==> src/rtl/gesture_servo_driver.sv <==
// Gesture-controlled four-servo arm driver: maps a finger count to a pose,
// slews each joint toward it once per PWM frame and generates 50 Hz servo pulses.
module gesture_servo_driver #(
    parameter int CLK_HZ   = 100_000_000,
    parameter int FRAME_US = 20000,
    parameter int STEP_US  = 50
) (
    input  logic       clk,
    input  logic       rst_n,
    input  logic [2:0] stable_count,
    input  logic       arm_enable,
    output logic [3:0] servo_pwm,
    output logic       frame_start,
    output logic [2:0] pose_idx,
    output logic       at_target
);

    localparam int               US_DIV    = CLK_HZ / 1_000_000;
    localparam int               PW        = $clog2(US_DIV);
    localparam logic [PW-1:0]    PRESC_MAX = PW'(US_DIV - 1);
    localparam logic [14:0]      FRAME_MAX = 15'(FRAME_US - 1);
    localparam logic [11:0]      STEP      = 12'(STEP_US);
    localparam logic [11:0]      HOME      = 12'd1500;

    logic [PW-1:0]     presc_q, presc_d;
    logic [14:0]       us_cnt_q, us_cnt_d;
    logic              us_tick, boundary;
    logic [3:0][11:0]  pos_q, pos_d, tgt;
    logic [2:0]        pose_q, pose_d, sel;
    logic              at_target_q, at_target_d;
    logic              frame_start_q;
    logic [3:0]        pwm_q, pwm_d;

    // Joint order within a pose word: [0]=base [1]=shoulder [2]=elbow [3]=gripper.
    function automatic logic [3:0][11:0] poseTable(input logic [2:0] idx);
        logic [3:0][11:0] w;
        w = {4{HOME}};
        case (idx)
            3'd1: w[0] = 12'd1000;
            3'd2: w[0] = 12'd2000;
            3'd3: begin w[1] = 12'd1000; w[2] = 12'd2000; end
            3'd4: begin w[1] = 12'd2000; w[2] = 12'd1000; end
            3'd5: w[3] = 12'd2200;
            default: ;
        endcase
        return w;
    endfunction

    always_comb begin
        us_tick  = (presc_q == PRESC_MAX);
        presc_d  = us_tick ? '0 : presc_q + 1'b1;
        us_cnt_d = us_cnt_q;
        if (us_tick) begin
            us_cnt_d = (us_cnt_q == FRAME_MAX) ? '0 : us_cnt_q + 1'b1;
        end
        boundary = us_tick && (us_cnt_q == FRAME_MAX);

        // An invalid count keeps steering toward the pose already latched.
        sel = (stable_count <= 3'd5) ? stable_count : pose_q;
        tgt = poseTable(sel);

        pos_d       = pos_q;
        pose_d      = pose_q;
        at_target_d = at_target_q;
        if (boundary && arm_enable) begin
            pose_d = sel;
            for (int i = 0; i < 4; i++) begin
                if (tgt[i] > pos_q[i]) begin
                    pos_d[i] = ((tgt[i] - pos_q[i]) <= STEP) ? tgt[i] : pos_q[i] + STEP;
                end else begin
                    pos_d[i] = ((pos_q[i] - tgt[i]) <= STEP) ? tgt[i] : pos_q[i] - STEP;
                end
            end
            at_target_d = (pos_d == tgt);
        end

        for (int i = 0; i < 4; i++) begin
            pwm_d[i] = arm_enable && (us_cnt_q < {3'b000, pos_q[i]});
        end
    end

    always_ff @(posedge clk or negedge rst_n) begin
        if (!rst_n) begin
            presc_q       <= '0;
            us_cnt_q      <= '0;
            pos_q         <= {4{HOME}};
            pose_q        <= 3'd0;
            at_target_q   <= 1'b1;
            frame_start_q <= 1'b0;
            pwm_q         <= 4'b0000;
        end else begin
            presc_q       <= presc_d;
            us_cnt_q      <= us_cnt_d;
            pos_q         <= pos_d;
            pose_q        <= pose_d;
            at_target_q   <= at_target_d;
            frame_start_q <= boundary;
            pwm_q         <= pwm_d;
        end
    end

    assign servo_pwm   = pwm_q;
    assign frame_start = frame_start_q;
    assign pose_idx    = pose_q;
    assign at_target   = at_target_q;

endmodule

==> config.mk <==
export PLATFORM = sky130hd
export DESIGN_NAME = gesture_servo_driver
export DESIGN_NICKNAME = d
export VERILOG_FILES = /design/src/rtl/gesture_servo_driver.sv
export SDC_FILE = /design/constraint.sdc
export NUM_CORES = 1
export LEC_CHECK = 0
export CAP_MARGIN = 40
export CORE_AREA = 2 2 186 188
export CTS_CLUSTER_DIAMETER = 50
export DETAILED_ROUTE_END_ITERATION = 8
export DIE_AREA = 0 0 188 190
export HOLD_SLACK_MARGIN = 0.03
export MAX_ROUTING_LAYER = met4
export PLACE_DENSITY = 0.42
export SYNTH_ARGS = -nofsm -noshare
export SYNTH_HDL_FRONTEND = slang
export SYNTH_SLANG_ARGS = --single-unit
==> constraint.sdc <==
create_clock -name clk -period 6.48 [get_ports clk]
set_input_delay 0.972 -clock clk [delete_from_list [all_inputs] [get_ports clk]]
set_output_delay 0.972 -clock clk [all_outputs]
set_load 0.01 [all_outputs]
* Word level (Yosys, flattened, before mapping)
Cells that the tools add are included.
Operators by class: divide/modulo/power cells 0, multiply operators 0, shifts and indexed selects 0, $add $sub $neg 18, bitwise gates (word level) 0, mux-type cells 22, reduce and logical (&&, ||, !) cells 6, order comparisons 17, eq/ne operators 8
Operators by type and width (count):
- $mux 12 | 17
- $le 12x6->1 const B | 8
- $sub 12x12->12 | 8
- $lt 15x12->1 | 4
- $add 12x6->12 const B | 4
- $eq 48x48->1 | 1
- $gt 12x12->1 | 4
- $sub 12x6->12 const B | 4
- $pmux 23 s2 | 1
- $pmux 11 s2 | 1
- $add 15x1->15 const B | 1
- $eq 15x15->1 const B | 1
- $mux 15 | 1
- $add 7x1->7 const B | 1
- $eq 7x7->1 const B | 1
- $mux 7 | 1
- $eq 3x2->1 const B | 2
- $eq 3x3->1 const B | 2
- $logic_and 1x1->1 | 6
- $eq 3x1->1 const B | 1
- $le 3x3->1 const B | 1
- $mux 3 | 1
Storage, ports and cells: memory bits (writable) 0, word-level logic and storage cells 81, bits in registers 79, bits of input ports 6, memories kept 0, memory bits (read-only) 0, output and inout bits 9, latch bits 0

* Longest topological paths before layout
Gate-level depths: netlist of run 1.
depth in word-level cells 10, gate-level depth with buffers 23, depth with buffers taken out 20

* Least setup slack after synthesis of run 1
No wires, ideal clock.
path kind input to register, start point input stable_count[1], end point register at_target_q (netlist: at_target), stages on the path 20, library setup time 0.086 ns, data arrival time 5.686 ns, path buffers 1, setup slack 0.708 ns, path through clkbuf_1 nor2_1 o21ai_1 nand2_1 inv_1 ha_1 inv_1 fa_1 nand3b_1 nand3_1 a31oi_1 a211oi_1 nor4_1 a31o_2 a222oi_1 o221ai_1 nor3_1 a22oi_1 or3_1 o31ai_2
On the way: cells in the longest elaborated chain, start to end 10
RTL lines:
- start, declared | RTL line 10 | input logic [2:0] stable_count,
- $le 3x3->1 | RTL line 59 | sel = (stable_count <= 3'd5) ? stable_count : pose_q;
- $mux 3 * | RTL line 59
- $eq 3x2->1 (tied with other cells) | RTL line 38 | case (idx)
- $pmux 11 s2 (tied with other cells) | RTL line 38
- $sub 12x12->12, on equally long branches | RTL line 71, 69
- $le 12x6->1, on equally long branches | RTL line 71, 69
- $mux 12, on equally long branches | RTL line 71, 69
- $mux 12 | RTL line 68 | if (tgt[i] > pos_q[i]) begin
- $mux 12 | RTL line 65 | if (boundary && arm_enable) begin
- $eq 48x48->1 * | RTL line 74 | at_target_d = (pos_d == tgt);
- end signal, assigned | RTL line 96 | at_target_q <= at_target_d;
- end, declared | RTL line 30 | logic at_target_q, at_target_d;
Every way passes the cells marked *; elsewhere a longest branch is shown, timed or not. The select of a mux whose other input is x is not followed. A chain may end at the register's enable or synchronous reset.

* Final worst setup path of run 1
start point input stable_count[2], end point register at_target_q (netlist: at_target)
Same word-level chain as after synthesis.

==> results.md, run 1 <==
- Filler cell count: 3536
- Worst skew pair latency: between 0.3 and 0.4 ns
- Largest net degree at the start of global routing: 60
- Seq/Total Area, Yosys: between 20% and 30%
- DR iter-0 viols: 797
- Fmax: 168 MHz
- CTS sink cnt: 79
- Most frequent cells after synthesis: nand2_1, ha_1, nor2_1
- # Max-Cap Violations: 0
- Yosys reg bits: a little under 80
- Mapped Area: around 10000 sq um
- DRT Pass-1 Iters: 5
- Crit. End Element: register
- Arrival @ worst endpoint: 6.25 ns
- Top cell type's share of synthesized area: 13.2%
- Dpl cells: 1740
- CP delay by family, top: simple AND/OR/NAND/NOR gates
- Number of gates resized after CTS: 0
- NetSw: 0.395 mW
- Tot GR Track Use: 20.7%
- CP max FO: 7
- R2r startpoint: pose_idx[1]
- Synth Area in Compound Gates: roughly 29%
- Setup bufs post-CTS: 0
- Buf/Inv on CP: 4
- Final setup violation count: 0
- Post-synth EDFFs: 0
- Htree depth: 3
- Worst hold margin: 0.462 ns
- Worst EP required: 6.77 ns
- Clock power share: 44.0%
- Yosys warns: 0
- Average wire per standard cell: 20.4 microns
- Die width: 188 microns
- First-pass GRT wire length: 56400 microns
- Final instance area: 11100 sq um
- Static leakage: 4.79 nW
- CP Launch Point: stable_count[2]
- Worst Tran Pin Value: ~0.71 ns
- Syn Nets: 1406
- Clock transition at the registers of the reported paths: roughly 0.07 ns
- Vias per inst: between 5 and 6
- Initial antenna violation count: 0
- Most frequent cell after synthesis: nand2_1
- DP Wirelength: 27400 microns
- Grt ovf: 0
- HP Class: reg -> reg
- Critical Path Start Type: input port
- RD Place Congestion: 0.870
- Share of layout cells above drive strength 1: 9.53%
- Leading area contributor after synthesis: ha_1
- Post-layout util: 32.6%
- Number of CTS-inserted buffers: 9
- Routed WL: 35800 microns
- Core footprint: 33900 sq um
- Detail Route Antenna Nets: 0
- Total power: 1.29 mW
- Worst clock skew: 0.0143 ns
- Worst path cell trace: clkdlybuf4s50_1 -> buf_4 -> inv_1 -> a211oi_2 -> inv_1 -> ha_1 -> or3b_2 -> a211oi_1 -> o31a_1 -> o21ai_0 -> nor3_1 -> nor2_1 -> a32o_1 -> nor4_1 -> nand4b_1 -> nor4_1 -> nand4b_1 -> o31ai_2
- Placement Setup Slack: 0.0992 ns
- Placement Cell Area: approximately 11000 sq um
- Antenna diodes: 0
- Tcrit/Tclk final: 92.0%
- Reg-to-reg setup timing slack: 1.20 ns
- Slew Limit Fails: 0
- Nets: 1410
- RSZ-0062 raised after global routing: false
- Kind of critical path: in -> reg
- DR vias: between 9000 and 10000
- Mux contribution to synthesized area: 1.37%
- Largest family of logic cells by synthesized area: compound AO/OA/AOI/OAI gates
- Vias in the first global route: 9445
- Post-route DRC: 0
- Fin cells: 1756
- Port bufs: 14
- Status: finished, final reports clean
- Synth cell types: 91
- Cell Rows: 68
- Syn avg cell area: 7.71 sq um
- Cell-internal power: 0.897 mW
- Post-Synth XOR/XNOR Area: 5.89%
- Logic gate share of total power: 17.7%
- Final Hold Fails: 0
- Clock Tree Root: clkbuf_16
- Worst rel slew slack: 52.1%
- FFs w/ async S/R, synth: between 90% and 100%
- Die area: 35700 sq um
- Largest stage delay, worst path: 0.61 ns
- Synth Area in Simple Gates: 23.9%
- Cells after synthesis: approximately 1300
- Initial core utilization: 29.3%
- P per Cell Area: approximately 120 nW/um^2
- Ranking of synthesized cells by area: ha_1, dfrtp_1, dfstp_2, xnor2_1, nand2_1
- Ports: 15
- Sequential Power Share: 38.3%
- Setup WS post-layout: 0.519 ns
- CTS Hold Bufs: 0
- CTS Buffer Depth: 2
- DIE HEIGHT: 190 microns
- Net Sw Frac: 30.6%
- Crit path max-delay cell type: nor4_1
- Worst Hold Launch: presc_q[0]
- Setup TNS Final: 0 ns
- Area growth syn-to-layout: 11.0%
- Main flop type after synthesis: dfrtp_1
- Tmin final: 5.96 ns
- Adder-cell share of the synthesized area: between 10% and 20%
- IR drop worst, VDD: 0.0000971 V
- CTS tree: done
## layout by cell type (no fill, tap or decap), types with 13 or more instances in the layout
cell and n:
nand2_1 120, ha_1 105, nor2_1 89, inv_1 78
a21oi_1 78, o21ai_0 74, nand3_1 72, a21o_1 55
xnor2_1 54, dfrtp_1 50, buf_4 40, nor3_1 31
dfstp_2 29, nand2b_1 26, a211oi_1 20, or3_1 16
a31oi_1 16, nor4_1 15, o22ai_1 15, xor2_1 13
clkdlybuf4s50_1 13
## registers in the layout, indices dropped and copies added, names as in the netlist
name / cells
at_target: 1
frame_start: 1
pos_q: 48
pose_idx: 3
presc_q: 7
servo_pwm: 4
us_cnt_q: 15
## routing by layer
metal / global-route usage [%] / part of all wire (%) / vias up
met5: - / 0 / -
met2: 31.5 / 45 / 310
li1: - / - / 4813
met4: 4.97 / 1.2 / 0
met3: 2.51 / 5.4 / 23
met1: 29.1 / 49 / 4721
## path summary, 6_finish.rpt
check                              to  depth (start not counted)
setup / recovery            at_target                         18
hold / removal             presc_q[0]                          1
setup reg to reg            at_target                         16
hold reg to reg            presc_q[0]                          1
max in group asynchronous    pos_q[4]                          3
min in group asynchronous   pos_q[36]                          1
## layout make-up
type | instances | area [sq um] | area share, %
clock inverters | 6 | 75.1 | 0.679
well taps | 455 | 569 | 5.15
inverters | 85 | 319 | 2.88
repair buffers | 55 | 463 | 4.19
multi-input cells | 1066 | 7380 | 66.7
clock buffers | 10 | 239 | 2.16
flip-flops and latches | 79 | 2010 | 18.2
## cells by family (layout without fill, tap and decap cells)
kind of cell,count (synthesis),in the layout
multiplexers,13,13
buffers and inverters,147,156
AND/OR/NAND/NOR,463,463
AO/OA/AOI/OAI,415,415
XOR/XNOR,67,67
adder cells (fa/ha/maj),108,108
flip-flops,79,79
## worst register-to-register path, stage by stage (launching register included)
cell and delay [ns]:
dfrtp_1 0.45, nand3b_1 0.20, a211oi_2 0.46, inv_1 0.26, ha_1 0.42, or3b_2 0.52
a211oi_1 0.31, o31a_1 0.18, o21ai_0 0.15, nor3_1 0.35, nor2_1 0.22, a32o_1 0.33
nor4_1 0.61, nand4b_1 0.19, nor4_1 0.19, nand4b_1 0.17, o31ai_2 0.20
## power groups by stage
stage                     Sequential [mW]  Clock (mW)  Combinational, mW
after CTS                           0.495       0.585              0.226
after floorplan                     0.505           0              0.140
after global routing                0.495       0.601              0.250
final                               0.495       0.568              0.228
after global placement              0.504           0              0.225
after detailed placement            0.504           0              0.225
(Power assumes the default switching activity.)
==> run 2: changes to the inputs <==
--- a/config.mk
+++ b/config.mk
@@ -6,13 +6,15 @@
 export NUM_CORES = 1
 export LEC_CHECK = 0
 export CAP_MARGIN = 40
-export CORE_AREA = 2 2 186 188
+export CELL_PAD_IN_SITES_DETAIL_PLACEMENT = 0
+export CELL_PAD_IN_SITES_GLOBAL_PLACEMENT = 1
+export CORE_AREA = 3 3 187 189
 export CTS_CLUSTER_DIAMETER = 50
 export DETAILED_ROUTE_END_ITERATION = 8
-export DIE_AREA = 0 0 188 190
+export DIE_AREA = 0 0 190 192
 export HOLD_SLACK_MARGIN = 0.03
 export MAX_ROUTING_LAYER = met4
-export PLACE_DENSITY = 0.42
+export PLACE_DENSITY = 0.52
 export SYNTH_ARGS = -nofsm -noshare
 export SYNTH_HDL_FRONTEND = slang
 export SYNTH_SLANG_ARGS = --single-unit
==> results.md, run 2 (same netlist as run 1, synthesis figures left out) <==
- Nets: between 1000 and 1500
- Average wire per standard cell: 20.6 microns
- Share of layout cells above drive strength 1: 9.17%
- Most common cell after layout, fill and taps aside: nand2_1
- Status: finished, final reports clean
- Slew Limit Fails: 0
- Die area: 36500 sq um
- CTS Buffer Depth: 2
- Die width: 190 microns
- Arrival @ worst endpoint: about 6.2 ns
- RD Place Congestion: approximately 0.87
- Detail Route Antenna Nets: 0
- Largest registers: pos_q x48, us_cnt_q x15, presc_q x7
- Worst Tran Pin Value: 0.775 ns
- Tmin final: 5.92 ns
- Worst skew pair latency: 0.37 ns
- Tcrit/Tclk final: slightly above 90%
- First-pass GRT wire length: 57400 microns
- Clock Tree Root: clkbuf_16
- DR iter-0 viols: 835
- Worst clock skew: 0.0137 ns
- Largest Register: pos_q
- DRT Pass-1 Iters: 5
- HP Class: reg -> reg
- Cell Rows: 67
- Tot GR Track Use: 20.6%
- CP max FO: 9
- Setup bufs post-CTS: 0
- Number of flip-flops in the largest register: 48
- Initial core utilization: 29.8%
- Number of gates resized after CTS: 0
- Area growth syn-to-layout: 10.4%
- Largest net degree at the start of global routing: 45
- Post-route DRC: 0
- Vias in the first global route: 9510
- Initial antenna violation count: 0
- Dpl cells: 1730
- Final setup violation count: 0
- CTS sink cnt: 79
- Routed WL: 35900 microns
- Antenna diodes: 0
- Vias per inst: 5.63
- Clock transition at the registers of the reported paths: 0.07 ns
- Final Hold Fails: 0
- Ports: 15
- DIE HEIGHT: 192 microns
- Grt ovf: 0
- Htree depth: 3
- Port bufs: 14
- Number of CTS-inserted buffers: 9
- RSZ-0062 raised after global routing: false
- DP Wirelength: approximately 27000 microns
- Worst hold margin: roughly 0.46 ns
- Core footprint: 33400 sq um
- CTS tree: done
- Critical Path Start Type: input port
- Crit. End Element: register
- Post-layout util: ~33%
- Kind of critical path: in -> reg
- CTS Hold Bufs: 0
- Fin cells: 1746
- Commonest non-fill, non-tap cells in the layout: nand2_1, ha_1, nor2_1
- DR vias: just under 10000
- P per Cell Area: 117 nW/um^2
- Static leakage: 4.77 nW
- Setup TNS Final: 0 ns
- Worst EP required: 6.76 ns
- Worst rel slew slack: 48.2%
- # Max-Cap Violations: 0
- Fmax: roughly 170 MHz
- IR drop worst, VDD: 0.000101 V
run 2: worst max-delay path, stage by stage:
cell and delay [ns]:
clkdlybuf4s50_1 0.51, inv_1 0.10, nor4b_1 0.31, o21ai_1 0.18, nand2_1 0.15, inv_1 0.16
ha_1 0.44, or3b_1 0.40, a2111oi_0 0.49, or3_1 0.17, nand3_1 0.12, o41a_1 0.56
a221oi_1 0.57, o21ba_2 0.27, a41oi_1 0.17, nor4_1 0.26, nand4b_1 0.16, o31ai_2 0.19
run 2: final cells by class:
| cell class | count | area, sq um |
|---|---|---|
| sequential | 79 | 2010 |
| inverter | 85 | 319 |
| tap | 448 | 561 |
| fill | 3546 | 22400 |
| clock inverter | 6 | 73.8 |
| timing repair buffer | 52 | 419 |
| clock buffer | 10 | 239 |
| multi-input combinational | 1066 | 7380 |
run 2: final timing paths:
path,depth (start not counted),slack (ns),endpoint,start
max reg2reg,18,1.31,at_target,pose_idx[1]
max,18,0.56,at_target,stable_count[1]
min reg2reg,1,0.46,presc_q[0],presc_q[0]
max in group asynchronous,2,4.88,pos_q[21],rst_n
min in group asynchronous,1,0.60,pos_q[41],rst_n
min,1,0.46,presc_q[0],presc_q[0]
run 2: layer usage:
metal,vias up,share of wire [%],track usage [%]
met2,235,46,32.7
met5,-,0,-
li1,4831,-,-
met4,0,1.4,4.24
met1,4724,49,28.8
met3,32,3.7,1.70
run 2: power by group:
part           switching (mW)  internal [mW]
Sequential           0.000287          0.495
Clock                   0.260          0.316
Combinational           0.139         0.0815
Total                   0.399          0.892
run 2: through the flow:
stage               cell area [sq um]  total power, mW  setup slack (ns)
floorplan                        9960            0.645             0.708
global placement                10700            0.726             0.198
detailed placement              10700            0.724             0.240
CTS                             11000             1.31             0.605
global route                    11000             1.35            0.0448
finish                          11000             1.29             0.564
==> run 3: changes to the inputs <==
--- a/config.mk
+++ b/config.mk
@@ -8,13 +8,14 @@
 export CAP_MARGIN = 40
 export CELL_PAD_IN_SITES_DETAIL_PLACEMENT = 0
 export CELL_PAD_IN_SITES_GLOBAL_PLACEMENT = 1
-export CORE_AREA = 3 3 187 189
+export CORE_AREA = 3 3 147 149
 export CTS_CLUSTER_DIAMETER = 50
+export CTS_CLUSTER_SIZE = 20
 export DETAILED_ROUTE_END_ITERATION = 8
-export DIE_AREA = 0 0 190 192
+export DIE_AREA = 0 0 150 152
 export HOLD_SLACK_MARGIN = 0.03
 export MAX_ROUTING_LAYER = met4
-export PLACE_DENSITY = 0.52
+export PLACE_DENSITY = 0.79
 export SYNTH_ARGS = -nofsm -noshare
 export SYNTH_HDL_FRONTEND = slang
 export SYNTH_SLANG_ARGS = --single-unit
==> results.md, run 3 (same netlist as run 1, synthesis figures left out) <==
- Worst Tran Pin Value: 0.864 ns
- Grt ovf: 0
- First-pass GRT wire length: just over 50000 microns
- Vias per inst: between 6 and 7
- # Max-Cap Violations: 0
- R2r worst-path depth: 18
- Worst EP required: 6.76 ns
- Gr busiest metal: met2
- Crit. End Element: register
- Largest Register: pos_q
- DP Wirelength: 23800 microns
- Static leakage: 4.77 nW
- Largest stage delay, worst path: 0.70 ns
- Cell Rows: 52
- Final Hold Fails: 0
- Number of CTS-inserted buffers: 9
- R2r endpoint: at_target
- Kind of critical path: in -> reg
- P per Cell Area: 124 nW/um^2
- Commonest non-fill, non-tap cells in the layout: nand2_1, ha_1, nor2_1
- DRT Pass-1 Iters: 5
- Met2 Use GR: 42.3%
- Reg-to-reg setup timing slack: 1.41 ns
- DR vias: 10000
- Setup TNS Final: 0 ns
- Setup bufs post-CTS: 0
- Worst rel slew slack: 42.3%
- Largest net degree at the start of global routing: 50
- RSZ-0062 raised after global routing: false
- DIE HEIGHT: between 150 and 200 microns
- IR drop worst, VDD: 0.000124 V
- Tot GR Track Use: 28.7%
- Placement Setup Slack: between 0.3 and 0.4 ns
- Core footprint: 20300 sq um
- CP delay by family, top: compound AO/OA/AOI/OAI gates
- DR iter-0 viols: ~1100
- Slew Limit Fails: 0
- Grt met3 use: a little over 3%
- Cells on Worst Hold Path: 1
- Initial antenna violation count: 0
- CTS Hold Bufs: 0
- Tcrit/Tclk final: about 91%
- Crit path max-delay cell type: clkdlybuf4s50_1
- CP Launch Point: stable_count[2]
- Arrival @ worst endpoint: 6.17 ns
- Status: finished, final reports clean
- Largest registers: pos_q x48, us_cnt_q x15, presc_q x7
- Nets: roughly 1400
- Total power: 1.34 mW
- HP Class: reg -> reg
- R2r startpoint: pose_idx[1]
- Post-route DRC: 0
- CP max FO: 13
- Worst path cell trace: clkdlybuf4s50_1 -> and4bb_2 -> a21o_1 -> clkinv_1 -> nand2_1 -> inv_1 -> ha_1 -> or3b_2 -> a21oi_1 -> a2111oi_0 -> a21oi_1 -> nor4b_1 -> a21o_1 -> a2bb2oi_1 -> nor2_1 -> a31oi_1 -> o21ai_0 -> or3_1 -> o31ai_2
- Most common cell after layout, fill and taps aside: nand2_1
- CTS sink cnt: slightly below 80
- Share of layout cells above drive strength 1: 8.89%
- CTS Buffer Depth: 2
- Vias in the first global route: 9280
- Clock Tree Root: clkbuf_16
- RD Place Congestion: 0.953
- Htree depth: 3
- Initial core utilization: about half
- Antenna diodes: 0
- Detail Route Antenna Nets: 0
- Port bufs: 14
- Tmin final: 5.89 ns
- Worst skew pair latency: about 0.36 ns
- Routed WL: 31800 microns
- Buf/Inv on CP: 3
- Number of gates resized after CTS: 0
- Setup WS post-layout: 0.585 ns
- Die area: about 23000 sq um
- Crit path capture: at_target
- Fmax: 170 MHz
- Worst clock skew: about 0.015 ns
- M1 GR Usage: 41.3%
- Final setup violation count: 0
- Crit path depth: 19
- Average wire per standard cell: 20.4 microns
- Ports: 15
- Clock transition at the registers of the reported paths: 0.07 ns
- Area growth syn-to-layout: 8.47%
- Die width: approximately 150 microns
- CTS tree: done
- Number of flip-flops in the largest register: 48
- Critical Path Start Type: input port
run 3: worst min path at each step:
stage,from,slack (ns),end
after detailed placement,presc_q[0],0.46,presc_q[0]
after global routing,presc_q[0],0.48,presc_q[0]
after floorplan,presc_q[0],0.43,presc_q[0]
after global placement,presc_q[0],0.45,presc_q[0]
after CTS,presc_q[0],0.47,presc_q[0]
final,presc_q[0],0.46,presc_q[0]
run 3: cell type report:
class                      instances  area, sq um
fill                            2024         9500
multi-input combinational       1066         7380
sequential                        79         2010
timing repair buffer              47          398
tap                              270          338
inverter                          85          319
clock buffer                      10          239
clock inverter                     6          116
run 3: metal layers:
layer  up-vias  part of all wire, %
li1       4828                    -
met5         -                    0
met4         0                  2.8
met2       360                   45
met1      4801                   47
met3        59                  5.6
run 3: power by group:
group,switching (mW),internal [mW]
clock network,0.237,0.390
registers,0.000286,0.495
logic,0.135,0.0807
run 3: worst reg2reg max path, cell delays in order, from the launching register on:
cell,delay (ns)
dfrtp_1,0.46
and4bb_2,0.36
a21o_1,0.25
clkinv_1,0.12
nand2_1,0.20
inv_1,0.16
ha_1,0.40
or3b_2,0.25
a21oi_1,0.07
a2111oi_0,0.60
a21oi_1,0.15
nor4b_1,0.35
a21o_1,0.48
a2bb2oi_1,0.23
nor2_1,0.07
a31oi_1,0.21
o21ai_0,0.10
or3_1,0.33
o31ai_2,0.22
run 3: stage by stage:
| step | cells | utilization, % | area, sq um | hold WS [ns] |
|---|---|---|---|---|
| floorplan | 1292 | - | 9960 | 0.433 |
| global placement | 1545 | 51.3 | 10400 | 0.448 |
| detailed placement | 1547 | 51.5 | 10400 | 0.462 |
| CTS | 1563 | 53.2 | 10800 | 0.472 |
| global route | 1563 | 53.2 | 10800 | 0.480 |
| finish | 1563 | 53.2 | 10800 | 0.464 |
